$ cat config.mk
export PLATFORM = sky130hd
export DESIGN_NAME = single_shot_sequencer
export DESIGN_NICKNAME = d
export VERILOG_FILES = /design/src/rtl/single_shot_sequencer.sv
export SDC_FILE = /design/constraint.sdc
export NUM_CORES = 1
export LEC_CHECK = 0
export BUFFER_PORTS_ARGS = -buffer_cell sky130_fd_sc_hd__buf_2
export CAP_MARGIN = 20
export CELL_PAD_IN_SITES_DETAIL_PLACEMENT = 1
export CELL_PAD_IN_SITES_GLOBAL_PLACEMENT = 1
export CORE_MARGIN = 2
export CORE_UTILIZATION = 42
export DETAILED_ROUTE_END_ITERATION = 16
export HOLD_SLACK_MARGIN = 0.12
export PLACE_DENSITY_LB_ADDON = 0.25
export SYNTH_ARGS = -nofsm -noshare
export SYNTH_HDL_FRONTEND = slang
export SYNTH_SLANG_ARGS = --single-unit
$ cat constraint.sdc
create_clock -name clk -period 3.8 [get_ports clk]
set_input_delay 0 -clock clk [delete_from_list [all_inputs] [get_ports clk]]
set_output_delay 0 -clock clk [all_outputs]
set_load 0.05 [all_outputs]
$ cat src/rtl/single_shot_sequencer.sv
// Single-shot readout sequencer: ssr init pulse, alternating counting windows
// separated by swap pulses, readout + settle, then a valid/ready result.
// Optional run/flip statistics are enabled with `define SSR_FLIP_STATS_EN.
module single_shot_sequencer #(
  parameter int PULSE_LEN     = 2,
  parameter int SETTLE_CYCLES = 4,
  parameter int WINDOW_W      = 16,
  parameter int NSWAP_W       = 8
) (
  input  logic                clk,
  input  logic                reset,
  input  logic                start,
  input  logic                abort,
  input  logic [WINDOW_W-1:0] window_len,
  input  logic [NSWAP_W-1:0]  n_swaps,
  output logic                ssr,
  output logic                swap,
  output logic                readout,
  output logic                window,
  output logic                phase,
  input  logic                flip_in,
  output logic                busy,
  output logic                result_valid,
  input  logic                result_ready,
  output logic                result_flip,
  output logic [15:0]         flip_count,
  output logic [15:0]         run_count
);

  typedef enum logic [2:0] {
    S_IDLE   = 3'd0,
    S_INIT   = 3'd1,
    S_WINDOW = 3'd2,
    S_SWAP   = 3'd3,
    S_READ   = 3'd4,
    S_SETTLE = 3'd5,
    S_HOLD   = 3'd6
  } state_t;

  localparam logic [WINDOW_W-1:0] PULSE_LAST  = WINDOW_W'(PULSE_LEN - 1);
  localparam logic [WINDOW_W-1:0] SETTLE_LAST = WINDOW_W'(SETTLE_CYCLES - 1);

  state_t              state_r;
  logic [WINDOW_W-1:0] cnt_r;
  logic [WINDOW_W-1:0] wl_r;
  logic [NSWAP_W-1:0]  ns_r;
  logic [NSWAP_W-1:0]  swp_cnt_r;
  logic                handshake_s;

  assign handshake_s = (state_r == S_HOLD) && result_valid && result_ready;

  // Run sequencing FSM; every output is set on the transition into its state.
  always_ff @(posedge clk or posedge reset) begin
    if (reset) begin
      state_r      <= S_IDLE;
      cnt_r        <= {WINDOW_W{1'b0}};
      wl_r         <= {WINDOW_W{1'b0}};
      ns_r         <= {NSWAP_W{1'b0}};
      swp_cnt_r    <= {NSWAP_W{1'b0}};
      ssr          <= 1'b0;
      swap         <= 1'b0;
      readout      <= 1'b0;
      window       <= 1'b0;
      phase        <= 1'b0;
      busy         <= 1'b0;
      result_valid <= 1'b0;
      result_flip  <= 1'b0;
    end else if (abort && (state_r != S_IDLE) && (state_r != S_HOLD)) begin
      state_r <= S_IDLE;
      cnt_r   <= {WINDOW_W{1'b0}};
      ssr     <= 1'b0;
      swap    <= 1'b0;
      readout <= 1'b0;
      window  <= 1'b0;
      busy    <= 1'b0;
    end else begin
      case (state_r)
        S_IDLE: begin
          if (start) begin
            wl_r      <= (window_len == {WINDOW_W{1'b0}}) ? WINDOW_W'(1) : window_len;
            ns_r      <= n_swaps;
            swp_cnt_r <= {NSWAP_W{1'b0}};
            cnt_r     <= {WINDOW_W{1'b0}};
            ssr       <= 1'b1;
            phase     <= 1'b1;
            busy      <= 1'b1;
            state_r   <= S_INIT;
          end else begin
            state_r <= S_IDLE;
          end
        end
        S_INIT: begin
          if (cnt_r == PULSE_LAST) begin
            cnt_r   <= {WINDOW_W{1'b0}};
            ssr     <= 1'b0;
            window  <= 1'b1;
            state_r <= S_WINDOW;
          end else begin
            cnt_r <= cnt_r + WINDOW_W'(1);
          end
        end
        S_WINDOW: begin
          if (cnt_r == wl_r - WINDOW_W'(1)) begin
            cnt_r  <= {WINDOW_W{1'b0}};
            window <= 1'b0;
            if (swp_cnt_r == ns_r) begin
              readout <= 1'b1;
              state_r <= S_READ;
            end else begin
              swap      <= 1'b1;
              phase     <= ~phase;
              swp_cnt_r <= swp_cnt_r + NSWAP_W'(1);
              state_r   <= S_SWAP;
            end
          end else begin
            cnt_r <= cnt_r + WINDOW_W'(1);
          end
        end
        S_SWAP: begin
          if (cnt_r == PULSE_LAST) begin
            cnt_r   <= {WINDOW_W{1'b0}};
            swap    <= 1'b0;
            window  <= 1'b1;
            state_r <= S_WINDOW;
          end else begin
            cnt_r <= cnt_r + WINDOW_W'(1);
          end
        end
        S_READ: begin
          if (cnt_r == PULSE_LAST) begin
            cnt_r   <= {WINDOW_W{1'b0}};
            readout <= 1'b0;
            state_r <= S_SETTLE;
          end else begin
            cnt_r <= cnt_r + WINDOW_W'(1);
          end
        end
        S_SETTLE: begin
          if (cnt_r == SETTLE_LAST) begin
            cnt_r        <= {WINDOW_W{1'b0}};
            result_flip  <= flip_in;
            result_valid <= 1'b1;
            state_r      <= S_HOLD;
          end else begin
            cnt_r <= cnt_r + WINDOW_W'(1);
          end
        end
        S_HOLD: begin
          // start and abort are deliberately ignored until the host takes the result
          if (handshake_s) begin
            result_valid <= 1'b0;
            busy         <= 1'b0;
            state_r      <= S_IDLE;
          end else begin
            state_r <= S_HOLD;
          end
        end
        default: begin
          state_r <= S_IDLE;
          cnt_r   <= {WINDOW_W{1'b0}};
          ssr     <= 1'b0;
          swap    <= 1'b0;
          readout <= 1'b0;
          window  <= 1'b0;
          busy    <= 1'b0;
          result_valid <= 1'b0;
        end
      endcase
    end
  end

`ifdef SSR_FLIP_STATS_EN
  logic [15:0] run_count_r;
  logic [15:0] flip_count_r;

  // Saturating statistics, advanced only by a completed result handshake.
  always_ff @(posedge clk or posedge reset) begin
    if (reset) begin
      run_count_r  <= 16'h0000;
      flip_count_r <= 16'h0000;
    end else if (handshake_s) begin
      if (run_count_r != 16'hFFFF) begin
        run_count_r <= run_count_r + 16'h0001;
      end else begin
        run_count_r <= run_count_r;
      end
      if (result_flip && (flip_count_r != 16'hFFFF)) begin
        flip_count_r <= flip_count_r + 16'h0001;
      end else begin
        flip_count_r <= flip_count_r;
      end
    end else begin
      run_count_r  <= run_count_r;
      flip_count_r <= flip_count_r;
    end
  end

  assign run_count  = run_count_r;
  assign flip_count = flip_count_r;
`else
  assign run_count  = 16'h0000;
  assign flip_count = 16'h0000;
`endif

endmodule

==> key figures <==
Timing
  • Post-layout min period: 3.52 ns
  • Max Slew Vio Count: 0
  • Final Hold Fails: 0
  • Rel. slew slack: between 20% and 30%
  • Setup TNS: 0 ns
  • Final period utilization: between 90% and 100%
  • Clock skew: roughly 0.012 ns
  • RSZ-0062 raised after global routing: false
  • FMAX: 284 MHz
  • Slew @ Worst Pin: 1.07 ns
  • WHS: 0.271 ns
  • # setup viols final: 0

Global route
  • Initial antenna violation count: 0
  • Vias in the first global route: about 3,700
  • Largest net degree at the start of global routing: 33
  • GRT overflow: 0
  • First-pass GRT wire length: between 15 and 20 mm
  • Overall routing resource usage: 23.3%

Synthesis
  • Yosys top cell area share: 37.6%
  • EDFF count, synth: 0
  • Syn Inst Count: 471
  • Post-Syn Area: 0.00393 sq mm
  • Mean post-synth cell area: approximately 8.3 sq um
  • Synth unique cells: 64
  • Main synth FF type: dfrtp_1
  • Sequential-to-total area share from yosys stat: 37.6%
  • Synth area leader: dfrtp_1
  • Register bit total from synthesis: 59
  • YS warnings: 0
  • Top post-synthesis cells by area: dfrtp_1 38%, nand2_1 9.8%, buf_4 6.1%
  • Fraction of registers with async set/reset: 100%

Floorplan
  • Die area: 0.0101 sq mm
  • Initial Utilization: 42.9%
  • Rows: 35
  • Core area: 0.00915 sq mm
  • Die width: 101 um
  • IO Pins: 70
  • Die H: 101 um

Critical path
  • Most used cell, CP: or4_4
  • CP Max Fanout: 30
  • Critical Path AT: around 3.8 ns
  • WP buf/inv: 0
  • Worst setup SP type: flop
  • WP depth: 8
  • Cell family with most CP delay: simple AND/OR/NAND/NOR gates
  • Worst Path Class, Setup: reg2reg
  • Reg2reg path depth: 8
  • CP Cell Sequence: or4_4 > or4_1 > a32oi_1 > a21oi_1 > or4_4 > o311a_4 > and3_2 > a221o_1
  • Crit-path max cell delay: between 0.5 and 0.6 ns
  • Critical path's slowest cell: or4_4
  • Crit path required time: 4.03 ns
  • Crit end category: flop

Clock tree
  • H-tree depth: 3
  • Clock Latency Late Sink: 0.35 ns
  • Worst-path clk slew: 0.07 ns
  • CTS Sinks: 59
  • CTS tree: yes
  • CTS max path bufs: 2
  • Root buf cell: clkbuf_8
  • Total CTS buffers: 9

Final layout
  • Synth-to-layout area growth: 16.4%
  • Share of layout cells above drive strength 1: 13.9%
  • Filler instances: 1,099
  • Final Non-Filler Cells: 651
  • Most frequent cells in the layout: 103 x nand2_1, 59 x dfrtp_1, 37 x buf_2, 32 x conb_1, 30 x dlygate4sd3_1
  • Ant. Diodes: 0
  • Final net count: 570
  • Most common cell after layout, fill and taps aside: nand2_1

Hold path
  • Min-delay worst type: in2async

Placed design
  • Routability Congestion: approximately 0.9
  • IO buf count: 37
  • Detailed placement HPWL: 7.71 mm
  • Post-Place Cells: approximately 610

Power and ir drop
  • Clock share of power: 20.2%
  • Leakage power: 2.13 nW
  • PwrDens: 631 mW/mm^2
  • Total net switching power: 1.31 mW
  • Internal Pwr Total: ~1.6 mW
  • Switching power as a share of total power: 45.3%
  • VDD IR-drop max: 0.328 mV
  • Reg power frac: 35.2%
  • Gate power share: 44.6%

Detailed routing
  • Initial DRC count: ~140
  • First-pass iteration count of the detailed router: 4
  • Avg Vias per Cell: 5.55
  • WL per Instance: approximately 17 um
  • DR DRC count: 0
  • Vias: approximately 3,600
  • Final wirelength: 11.1 mm
  • Final antenna-violating net count: 0

Run status
  • Status: completed

Run
  • Max_cap viols: 0
-- timing repair --
item / 4_1_cts / 5_1_grt
hold buffers: 30 / 0
endpoints found under the hold margin: 57 / 0
setup buffers: 0 / 0
gates resized for setup: 0 / 0
-- per-stage QoR --
step                      instance area, sq um  power, mW  util, %  setup WS [ns]
final                                     4580       2.89     50.0          0.277
after global routing                      4580       3.09     50.0          0.134
after CTS                                 4580       2.89     50.0          0.275
after detailed placement                  4080       2.27     44.6          0.304
after global placement                    4080       2.21     44.6          0.390
after floorplan                           4050       1.98        -          0.610
-- flip-flops by register name, indices dropped and copies added, names as in the netlist --
register and flops:
readout 1, busy 1, swap 1, result_valid 1, wl_r 16, ssr 1, phase 1, cnt_r 16
ns_r 8, state_r 3, swp_cnt_r 8, window 1, result_flip 1
-- cell usage after synthesis, types with 2 or more instances --
library cell / instances
nor3_1: 9
a21oi_1: 20
xnor2_1: 19
and2_1: 2
a31o_2: 2
or4b_2: 3
xor2_1: 10
o21a_1: 4
a32oi_1: 2
o211ai_1: 6
clkbuf_1: 14
o211a_1: 2
a22oi_1: 2
ha_1: 4
buf_2: 3
nand3_1: 11
o311ai_0: 2
o21ai_0: 16
a31oi_1: 15
or4_4: 2
and3_1: 9
mux2i_1: 3
a21boi_0: 2
or4_1: 7
a2111oi_0: 2
o22ai_1: 2
buf_4: 32
inv_1: 11
nor2_1: 28
or3_1: 4
o31ai_1: 3
dfrtp_1: 59
nand4_1: 7
nand2_1: 103
nor2b_1: 2
or2b_1: 9
buf_6: 2
nor4_1: 11
mux2_2: 2
-- cell families (layout without fill, tap and decap cells) --
logic type	count (synthesis)	count (layout)	share of synthesized area [%]
multiplexers	5	5	1.34
AO/OA/AOI/OAI	96	96	16.9
flip-flops	59	59	37.6
buffers and inverters	64	102	9.93
other	1	32	0.0954
adder cells (fa/ha/maj)	5	5	1.78
AND/OR/NAND/NOR	212	212	25.9
XOR/XNOR	29	29	6.46
-- final timing paths --
kind	slack, ns	from	endpoint
setup / recovery	0.28	wl_r[2]$_DFFE_PP0P_	cnt_r[14]$_DFFE_PP0P_
hold / removal	0.27	reset	result_valid$_DFFE_PP0P_
setup reg to reg	0.28	wl_r[2]$_DFFE_PP0P_	cnt_r[14]$_DFFE_PP0P_
hold reg to reg	0.50	ns_r[3]$_DFFE_PP0P_	ns_r[3]$_DFFE_PP0P_
max in group asynchronous	2.67	reset	wl_r[14]$_DFFE_PP0P_
min in group clk	0.38	n_swaps[5]	ns_r[5]$_DFFE_PP0P_
-- power by group through the flow --
stage	logic, mW	registers [mW]	clock network (mW)
final	1.29	1.01	0.583
after global routing	1.43	1.04	0.629
after CTS	1.29	1.01	0.597
after detailed placement	1.24	1.02	0
after global placement	1.20	1.00	0
after floorplan	1.01	0.973	0
-- final cells by class --
type	instances	area, sq um	area share [%]
multi-input cells	379	2180	47.6
flip-flops and latches	59	1480	32.3
repair buffers	75	546	11.9
clock buffers	11	141	3.09
well taps	111	139	3.04
clock inverters	5	52.6	1.15
inverters	11	41.3	0.902
-- tightest hold or removal path, stage by stage --
cell	delay, ns
dlygate4sd3_1	0.54
buf_2	0.12
inv_2	0.44
-- routing by layer --
metal  part of all wire [%]  wire [um]  GRT usage [%]  vias to the layer above
met1                     48       5300           31.6                     1815
li1                       -          -              -                     1726
met2                     48       5370           38.1                       61
met3                    2.4        261           3.95                       13
met4                    1.3        148           6.95                        0
met5                      0          0              0                        -
Note: power is estimated with default switching activity, not from simulation.
